--- config.mk ---
export PLATFORM = sky130hd
export DESIGN_NAME = vending_machine
export DESIGN_NICKNAME = d
export VERILOG_FILES = /design/src/rtl/vending_machine_pkg.sv /design/src/rtl/vending_machine_seven_seg.sv /design/src/rtl/vending_machine.sv
export SDC_FILE = /design/constraint.sdc
export NUM_CORES = 1
export LEC_CHECK = 0
export CORE_UTILIZATION = 48
export CTS_BUF_LIST = sky130_fd_sc_hd__clkbuf_4 sky130_fd_sc_hd__clkbuf_8
export DETAILED_ROUTE_END_ITERATION = 10
export GPL_ROUTABILITY_DRIVEN = 0
export PLACE_DENSITY_LB_ADDON = 0.12
export SKIP_LAST_GASP = 1
export SLEW_MARGIN = 20
export SYNTH_ARGS = -nofsm -noshare
export SYNTH_HDL_FRONTEND = slang
export SYNTH_HIERARCHICAL = 1
export SYNTH_SLANG_ARGS = --single-unit
--- constraint.sdc ---
create_clock -name clk -period 2.9 [get_ports clk]
set_input_delay 0.29 -clock clk [delete_from_list [all_inputs] [get_ports clk]]
set_output_delay 0.29 -clock clk [all_outputs]
set_load 0.02 [all_outputs]
--- src/rtl/vending_machine_pkg.sv ---
// Shared definitions for the vending machine controller: FSM state codes,
// product selection type, prices, coin codes and seven-segment constants.
// Optional feature macro used by the top level: VM_SEVEN_SEG_EN.
package vending_machine_pkg;

  // FSM state encoding
  localparam logic [2:0] ST_IDLE       = 3'd0;
  localparam logic [2:0] ST_SEL_TEA    = 3'd1;
  localparam logic [2:0] ST_SEL_COFFEE = 3'd2;
  localparam logic [2:0] ST_SEL_CHOC   = 3'd3;
  localparam logic [2:0] ST_MORE_MONEY = 3'd4;
  localparam logic [2:0] ST_DELIVER    = 3'd5;

  typedef logic [2:0] state_t;

  // Latched product selection
  typedef enum logic [1:0] {
    PROD_NONE   = 2'd0,
    PROD_TEA    = 2'd1,
    PROD_COFFEE = 2'd2,
    PROD_CHOC   = 2'd3
  } product_e;

  // Prices in zloty
  localparam logic [3:0] PRICE_TEA    = 4'd2;
  localparam logic [3:0] PRICE_COFFEE = 4'd3;
  localparam logic [3:0] PRICE_CHOC   = 4'd5;

  // Coin acceptor codes
  localparam logic [2:0] COIN_1 = 3'b001;
  localparam logic [2:0] COIN_2 = 3'b010;
  localparam logic [2:0] COIN_5 = 3'b101;

  // Segment patterns {g,f,e,d,c,b,a}, active-high
  localparam logic [6:0] SEG_BLANK = 7'b0000000;
  localparam logic [6:0] SEG_ZERO  = 7'b0111111;

  // Value in zloty of a coin code; zero for "no coin" and invalid codes
  function automatic logic [3:0] coin_value(input logic [2:0] code);
    case (code)
      COIN_1:  return 4'd1;
      COIN_2:  return 4'd2;
      COIN_5:  return 4'd5;
      default: return 4'd0;
    endcase
  endfunction

  // True only for the three recognised coin codes
  function automatic logic coin_valid(input logic [2:0] code);
    return (code == COIN_1) || (code == COIN_2) || (code == COIN_5);
  endfunction

  // Price of a selection; zero when nothing is selected
  function automatic logic [3:0] price_of(input product_e p);
    case (p)
      PROD_TEA:    return PRICE_TEA;
      PROD_COFFEE: return PRICE_COFFEE;
      PROD_CHOC:   return PRICE_CHOC;
      default:     return 4'd0;
    endcase
  endfunction

endpackage

--- src/rtl/vending_machine_seven_seg.sv ---
// Seven-segment decoder: 4-bit decimal digit to {g,f,e,d,c,b,a}, active-high.
// Codes above 9 and the blank request both produce a dark digit.
module seven_seg_decoder
  import vending_machine_pkg::*;
(
  input  logic [3:0] value_i,
  input  logic       blank_i,
  output logic [6:0] seg_o
);

  // Pure lookup; the register stage lives in the top level
  always_comb begin
    seg_o = SEG_BLANK;
    if (!blank_i) begin
      case (value_i)
        4'd0:    seg_o = 7'b0111111;
        4'd1:    seg_o = 7'b0000110;
        4'd2:    seg_o = 7'b1011011;
        4'd3:    seg_o = 7'b1001111;
        4'd4:    seg_o = 7'b1100110;
        4'd5:    seg_o = 7'b1101101;
        4'd6:    seg_o = 7'b1111101;
        4'd7:    seg_o = 7'b0000111;
        4'd8:    seg_o = 7'b1111111;
        4'd9:    seg_o = 7'b1101111;
        default: seg_o = SEG_BLANK;
      endcase
    end
  end

endmodule

--- src/rtl/vending_machine.sv ---
// Three-product vending controller (tea 2, coffee 3, hot chocolate 5 zl).
// Takes 1/2/5 zl coins, dispenses the selected product, returns change and
// drives four seven-segment digits plus selection LEDs. Every output is a flop.
// Optional feature: VM_SEVEN_SEG_EN enables the digit decoders; without it
// digit0..digit3 are tied low.
module vending_machine
  import vending_machine_pkg::*;
#(
  parameter int HOLD_CYCLES = 4
) (
  input  logic       clk,
  input  logic       reset,
  input  logic       BTN1,
  input  logic       BTN2,
  input  logic       BTN3,
  input  logic [2:0] Money_in,
  output logic       product1,
  output logic       product2,
  output logic       product3,
  output logic       delivered,
  output logic [2:0] Money_out,
  output logic       LED1,
  output logic       LED2,
  output logic       LED3,
  output logic [6:0] digit0,
  output logic [6:0] digit1,
  output logic [6:0] digit2,
  output logic [6:0] digit3
);

  localparam int CNT_W = (HOLD_CYCLES > 1) ? $clog2(HOLD_CYCLES) : 1;

  state_t           state_q, state_d;
  product_e         sel_q, sel_d;
  logic [3:0]       credit_q, credit_d;
  logic [2:0]       change_q, change_d;
  logic [CNT_W-1:0] holdCnt_q, holdCnt_d;
  logic [2:0]       coinPrev_q;

  logic             coinEvent;
  logic [4:0]       coinTotal;
  logic [3:0]       price;

  logic             delivered_q, product1_q, product2_q, product3_q;
  logic             led1_q, led2_q, led3_q;

  // A coin counts once, on the first cycle its code follows an all-zero sample
  assign coinEvent = coin_valid(Money_in) && (coinPrev_q == 3'b000);
  assign coinTotal = {1'b0, credit_q} + {1'b0, coin_value(Money_in)};
  assign price     = price_of(sel_q);

  // Next-state logic: selection, coin accumulation and the delivery hold
  always_comb begin
    state_d   = state_q;
    sel_d     = sel_q;
    credit_d  = credit_q;
    change_d  = change_q;
    holdCnt_d = holdCnt_q;
    case (state_q)
      ST_IDLE: begin
        credit_d = 4'd0;
        change_d = 3'd0;
        sel_d    = PROD_NONE;
        if (BTN1) begin
          sel_d   = PROD_TEA;
          state_d = ST_SEL_TEA;
        end else if (BTN2) begin
          sel_d   = PROD_COFFEE;
          state_d = ST_SEL_COFFEE;
        end else if (BTN3) begin
          sel_d   = PROD_CHOC;
          state_d = ST_SEL_CHOC;
        end
      end
      ST_SEL_TEA, ST_SEL_COFFEE, ST_SEL_CHOC, ST_MORE_MONEY: begin
        if (coinEvent) begin
          credit_d = 4'(coinTotal);
          if (coinTotal >= {1'b0, price}) begin
            state_d   = ST_DELIVER;
            change_d  = 3'(coinTotal - {1'b0, price});
            holdCnt_d = '0;
          end else begin
            state_d = ST_MORE_MONEY;
          end
        end
      end
      ST_DELIVER: begin
        if (holdCnt_q == CNT_W'(HOLD_CYCLES - 1)) begin
          state_d   = ST_IDLE;
          sel_d     = PROD_NONE;
          credit_d  = 4'd0;
          change_d  = 3'd0;
          holdCnt_d = '0;
        end else begin
          holdCnt_d = holdCnt_q + 1'b1;
        end
      end
      default: begin
        state_d   = ST_IDLE;
        sel_d     = PROD_NONE;
        credit_d  = 4'd0;
        change_d  = 3'd0;
        holdCnt_d = '0;
      end
    endcase
  end

  // Core state registers; reset abandons any transaction without change
  always_ff @(posedge clk or negedge reset) begin
    if (!reset) begin
      state_q    <= ST_IDLE;
      sel_q      <= PROD_NONE;
      credit_q   <= 4'd0;
      change_q   <= 3'd0;
      holdCnt_q  <= '0;
      coinPrev_q <= 3'b000;
    end else begin
      state_q    <= state_d;
      sel_q      <= sel_d;
      credit_q   <= credit_d;
      change_q   <= change_d;
      holdCnt_q  <= holdCnt_d;
      coinPrev_q <= Money_in;
    end
  end

  // Output flops decoded from next-state values so they line up with the state
  always_ff @(posedge clk or negedge reset) begin
    if (!reset) begin
      delivered_q <= 1'b0;
      product1_q  <= 1'b0;
      product2_q  <= 1'b0;
      product3_q  <= 1'b0;
      led1_q      <= 1'b0;
      led2_q      <= 1'b0;
      led3_q      <= 1'b0;
    end else begin
      delivered_q <= (state_d == ST_DELIVER);
      product1_q  <= (state_d == ST_DELIVER) && (sel_d == PROD_TEA);
      product2_q  <= (state_d == ST_DELIVER) && (sel_d == PROD_COFFEE);
      product3_q  <= (state_d == ST_DELIVER) && (sel_d == PROD_CHOC);
      led1_q      <= (sel_d == PROD_TEA);
      led2_q      <= (sel_d == PROD_COFFEE);
      led3_q      <= (sel_d == PROD_CHOC);
    end
  end

  assign delivered = delivered_q;
  assign product1  = product1_q;
  assign product2  = product2_q;
  assign product3  = product3_q;
  assign LED1      = led1_q;
  assign LED2      = led2_q;
  assign LED3      = led3_q;
  assign Money_out = change_q;

`ifdef VM_SEVEN_SEG_EN
  logic [6:0] seg0, seg1, seg2, seg3;
  logic [6:0] digit0_q, digit1_q, digit2_q, digit3_q;

  seven_seg_decoder u_dig0 (
    .value_i (credit_d),
    .blank_i (1'b0),
    .seg_o   (seg0)
  );

  seven_seg_decoder u_dig1 (
    .value_i (price_of(sel_d)),
    .blank_i (sel_d == PROD_NONE),
    .seg_o   (seg1)
  );

  seven_seg_decoder u_dig2 (
    .value_i (4'd0),
    .blank_i (1'b1),
    .seg_o   (seg2)
  );

  seven_seg_decoder u_dig3 (
    .value_i ({1'b0, change_d}),
    .blank_i (state_d != ST_DELIVER),
    .seg_o   (seg3)
  );

  // Digit registers: credit, selected price, blank, change
  always_ff @(posedge clk or negedge reset) begin
    if (!reset) begin
      digit0_q <= SEG_ZERO;
      digit1_q <= SEG_BLANK;
      digit2_q <= SEG_BLANK;
      digit3_q <= SEG_BLANK;
    end else begin
      digit0_q <= seg0;
      digit1_q <= seg1;
      digit2_q <= seg2;
      digit3_q <= seg3;
    end
  end

  assign digit0 = digit0_q;
  assign digit1 = digit1_q;
  assign digit2 = digit2_q;
  assign digit3 = digit3_q;
`else
  assign digit0 = 7'b0000000;
  assign digit1 = 7'b0000000;
  assign digit2 = 7'b0000000;
  assign digit3 = 7'b0000000;
`endif

endmodule

# Yosys cells after proc, flatten, opt, wreduce, memory -nomap -nowiden
# Cells that the tools add are included.
[word_totals]
reg_bits = 24
latch_bits = 0
ramBits = 0
mem_bits_ro = 0
output_inout_bits = 38
elab_cells = 74
memories = 0
[classes]
add_sub_neg = 3
mul = 0
n_div = 0
n_lt_le_gt_ge = 1
n_eq_ne = 19
n_shift = 0
muxes = 25
bitwise = 1
n_reduce_logical = 12
[op_table]
columns = ["cell", "count"]
rows = [
  ["case mux 3 bit (3 select lines)", 3],
  ["2-to-1 mux 3 bit", 8],
  ["2-to-1 mux 2 bit", 7],
  ["== test 3 bit, second input constant", 4],
  ["case mux 2 bit (3 select lines)", 2],
  ["== test 2 bit, second input constant", 5],
  ["== test 3 x 2 -> 1 bit, second input constant", 3],
  ["2-to-1 mux 4 bit", 2],
  ["case mux 4 bit (2 select lines)", 1],
  ["== test 3 x 1 -> 1 bit, second input constant", 2],
  ["logical NOT 3 bit", 2],
  ["!= test 2 bit, second input constant", 3],
  ["case mux 3 bit (2 select lines)", 1],
  ["AND reduction 3 bit", 2],
  ["adder 4 x 3 -> 5 bit", 1],
  [">= comparator 5 x 3 -> 1 bit", 1],
  ["== test 2 x 1 -> 1 bit, second input constant", 2],
  ["logical AND 1 bit", 4],
  ["OR reduction 4 bit", 1],
  ["subtractor 3 bit", 1],
  ["adder 2 x 1 -> 2 bit, second input constant", 1],
  ["logical OR 1 bit", 2],
  ["AND reduction 2 bit", 1],
  ["2-to-1 mux 1 bit", 1],
  ["inverter 1 bit", 1],
]

# Depth between registers and ports, before layout
[logic_depth]
word_depth = 9
ltp_mapped = 10
depth_no_buf = 10

# Least setup slack after synthesis
# No wires, ideal clock.
[synth_timing]
path_kind = "input port to flip-flop"
start = "input Money_in[0]"
end = "register holdCnt_q[1]"
arrival_ps = 2293
required_time_ps = 2813
slack_ps = 521
path_stages = 10
n_path_buf = 0
cell_sequence = "nor2b_1 -> ha_1 -> inv_1 -> fa_1 -> xnor2_1 -> ha_1 -> a21oi_1 -> o2111ai_2 -> or2_1 -> o211ai_1"
[synth_between]
elab_chain_cells = 6
[synth_lines]
columns = ["item", "line_no", "rtl"]
rows = [
  ["start: declaration", "vending_machine.sv:16", "input logic [2:0] Money_in,"],
  ["== test 3 bit (tied with other cells)", "vending_machine_pkg.sv:40, vending_machine_pkg.sv:50", ""],
  ["case mux 3 bit (3 select lines) or logical OR 1 bit (tied branches)", "vending_machine_pkg.sv:40, vending_machine_pkg.sv:50", ""],
  ["adder 4 x 3 -> 5 bit or logical OR 1 bit (tied branches)", "vending_machine.sv:49, vending_machine_pkg.sv:50", ""],
  [">= comparator 5 x 3 -> 1 bit or logical AND 1 bit (tied branches)", "vending_machine.sv:78, vending_machine.sv:48", ""],
  ["!= test 2 bit (no line)", "--", ""],
  ["AND reduction 3 bit (no line) (*)", "--", ""],
  ["end signal: assignment", "vending_machine.sv:122", "holdCnt_q <= holdCnt_d;"],
  ["end: declaration", "vending_machine.sv:37", "logic [CNT_W-1:0] holdCnt_q, holdCnt_d;"],
]
# Every way passes the cells marked *; elsewhere a longest branch is shown, timed or not.
# A chain may end at the register's enable or synchronous reset.

# Worst setup path after layout
[layout_timing]
start = "input Money_in[0]"
end = "register change_q[0], in the netlist Money_out[0]"
[layout_between]
elab_chain_cells = 7
[layout_lines]
columns = ["item", "line_no", "rtl"]
rows = [
  ["== test 3 bit (tied with other cells)", "vending_machine_pkg.sv:40, vending_machine_pkg.sv:50", ""],
  ["case mux 3 bit (3 select lines)", "vending_machine_pkg.sv:40", "case (code)"],
  ["adder 4 x 3 -> 5 bit", "vending_machine.sv:49", "assign coinTotal = {1'b0, credit_q} + {1'b0, coin_value(Money_in)};"],
  ["subtractor 3 bit", "vending_machine.sv:80", "change_d = 3'(coinTotal - {1'b0, price});"],
  ["2-to-1 mux 3 bit", "vending_machine.sv:78", "if (coinTotal >= {1'b0, price}) begin"],
  ["2-to-1 mux 3 bit", "vending_machine.sv:76", "if (coinEvent) begin"],
  ["case mux 3 bit (2 select lines)", "vending_machine.sv:59", "case (state_q)"],
  ["end signal: assignment", "vending_machine.sv:121", "change_q <= change_d;"],
  ["end: declaration", "vending_machine.sv:36", "logic [2:0] change_q, change_d;"],
]
# Parallel ways exist; a longest one is shown, timed or not. The select of a mux whose other input is x is not followed.

==> impl_metrics.json <==
{
  "status": "finished, violations left",
  "violations": "DRC",
  "synth.cell_area_um2": 1460,
  "finish.net_count": 193,
  "rsz0062_at_grt": "false",
  "antenna_found_initial": 0,
  "cp-end-kind": "register",
  "overflow": 0,
  "synth.area.top_cells": "dfrtp_1 (41%), buf_4 (14%), ha_1 (7.7%)",
  "drive_above_1_share": 0.116,
  "synth_edf_count": 0,
  "synth-seq-cells": 24,
  "synthFlopType": "dfrtp_1",
  "initial_core_util": 0.517,
  "drv_cap": 0,
  "startpoint_type": "primary input",
  "ant_nets": 0,
  "r2r_setup_slack_ns": 0.49,
  "dp_hpwl_um": 1970,
  "hold_class": "in -> async",
  "cts_buffers": 3,
  "via_count": 973,
  "yosysTopAreaCell": "dfrtp_1",
  "io_pins": 46,
  "drt_iter0_drc": 22,
  "async_flop_share": 1.00,
  "die_width_um": 57.2,
  "fin_crit_ns": 2.68,
  "clock_latency_ns": 0.31,
  "yosys_warnings": 6,
  "htree_num_levels": 1,
  "cts.sinks": 24,
  "core_area_um2": 2830,
  "syn_area_per_cell_um2": 10.0,
  "vias_per_cell": 4.77,
  "crit_required_ns": 3.15,
  "die_area_um2": 3270,
  "die_y_um": 57.2,
  "cts_buffer_depth": 2,
  "finalPower_mw": 1.41,
  "placed_cell_area_um2": 1620,
  "leakage_nw": 0.820,
  "antennaDiodeCount": 0,
  "yosys-top-cells-count": "buf_4 (28), dfrtp_1 (24), inv_1 (14)",
  "row_count": 19,
  "yosysSeqAreaShare": 0.411,
  "grt_pass1_vias": 931,
  "power.density_nw_per_um2": 845,
  "postCtsSetupRepairBufs": 0,
  "fin_util": 0.591,
  "synth.most_common_cell": "buf_4",
  "max_freq_ghz": 0.373,
  "detail_route.wl_per_cell_um": 12.4,
  "crit_fanout": 5,
  "ir_worst_vdd_uv": 552,
  "clkTransAtPathRegs_ns": 0.14,
  "area_delta_synth_final_pct": 14.5,
  "root_buffer": "clkbuf_4",
  "fin_worst_skew_ns": 0.000787,
  "min_period_over_period": 0.926,
  "io_buffers": 17,
  "worstPathArrival_ns": 2.93,
  "synth_cell_types": 40,
  "crit_type": "in -> reg",
  "drv_slew": 0,
  "drt_wl_total_um": 2540,
  "setup_tns_ns": 0,
  "finalSetupViolCount": 0,
  "finalHoldViolations": 0,
  "synth_top_area_share": 0.411,
  "grt_max_degree": 25,
  "cts_tree": "yes",
  "grt_pass1_wl_um": 4360,
  "grtUsageTotal": 0.177,
  "firstDrtPassIters": 7,
  "stdcell_area_um2": 1670,
  "synthCells": 146,
  "drc": 4
}
layout make-up:
class / count / area (um^2)
tap: 31 / 38.8
multi-input combinational: 106 / 698
sequential: 24 / 601
clock buffer: 3 / 22.5
timing repair buffer: 25 / 230
clock inverter: 1 / 30.0
fill: 232 / 1160
inverter: 14 / 52.6
critical path, stage by stage:
cell	delay, ns
clkdlybuf4s50_1	0.47
nor2b_1	0.19
ha_1	0.19
inv_1	0.05
fa_1	0.40
xnor2_1	0.23
ha_1	0.28
a21oi_1	0.18
o2111ai_2	0.18
o21bai_1	0.30
o2bb2ai_1	0.16
metrics by stage:
step | worst slack, ns | hold WS [ns] | std cells
after floorplan | 0.521 | -0.00559 | 173
after global placement | -0.0459 | 0.481 | 200
after detailed placement | -0.122 | 0.480 | 200
after CTS | 0.193 | 0.309 | 204
after global routing | 0.00802 | 0.321 | 204
final | 0.216 | 0.306 | 204
sequential cells by signal, indices dropped and copies added (netlist names):
register / flops
credit_q: 4
Money_out: 3
coinPrev_q: 3
state_q: 3
holdCnt_q: 2
sel_q: 2
LED1: 1
LED2: 1
LED3: 1
delivered: 1
product1: 1
product2: 1
product3: 1
placed cells by master, fill, tap and decap left out, types with 2 or more instances in the layout:
| master | count |
|---|---|
| a21o_1 | 2 |
| o2bb2ai_1 | 2 |
| conb_1 | 28 |
| o21ai_0 | 6 |
| fa_1 | 2 |
| xnor2_1 | 2 |
| buf_4 | 8 |
| nor3_1 | 5 |
| nor2b_1 | 3 |
| dfrtp_1 | 24 |
| a21oi_1 | 5 |
| clkdlybuf4s50_1 | 17 |
| nor2_1 | 9 |
| nand2_1 | 6 |
| o211ai_1 | 2 |
| ha_1 | 9 |
| or2_2 | 2 |
| clkbuf_4 | 3 |
| inv_1 | 14 |
metal layers:
layer  GRT usage  vias to the layer above  wire length (um)
li1            -                      487                 -
met1       0.244                      462              1170
met2       0.282                       22              1230
met3      0.0317                        2               111
met4      0.0627                        0                15
met5           0                        -                 0
cells by family after synthesis:
logic type      synth area share
other cells              0.00257
xor+xnor                  0.0342
compound gates             0.136
fa+ha+maj                  0.104
buf+inv                    0.183
simple gates               0.128
flops                      0.411
worst paths after layout:
kind / start / endpoint / cells after the start
max in group asynchronous: reset / holdCnt_q[1] / 2
worst max-delay path: Money_in[0] / Money_out[0] / 11
worst min register to register: holdCnt_q[0] / holdCnt_q[0] / 1
worst max register to register: credit_q[0] / Money_out[0] / 9
min in group clk: Money_in[1] / coinPrev_q[1] / 1
worst min-delay path: reset / credit_q[1] / 2
power by group:
part | switching (mW) | internal [mW] | leakage, nW
logic | 0.387 | 0.293 | 0.480
clock network | 0.105 | 0.140 | 0.0279
registers | 0.0690 | 0.420 | 0.312
timing repair:
item,CTS,global route
hold buffers,0,0
resized for setup,0,1
hold endpoints to repair,0,0
setup endpoints to repair,0,2
No activity file was read; power rests on OpenSTA's default activity.
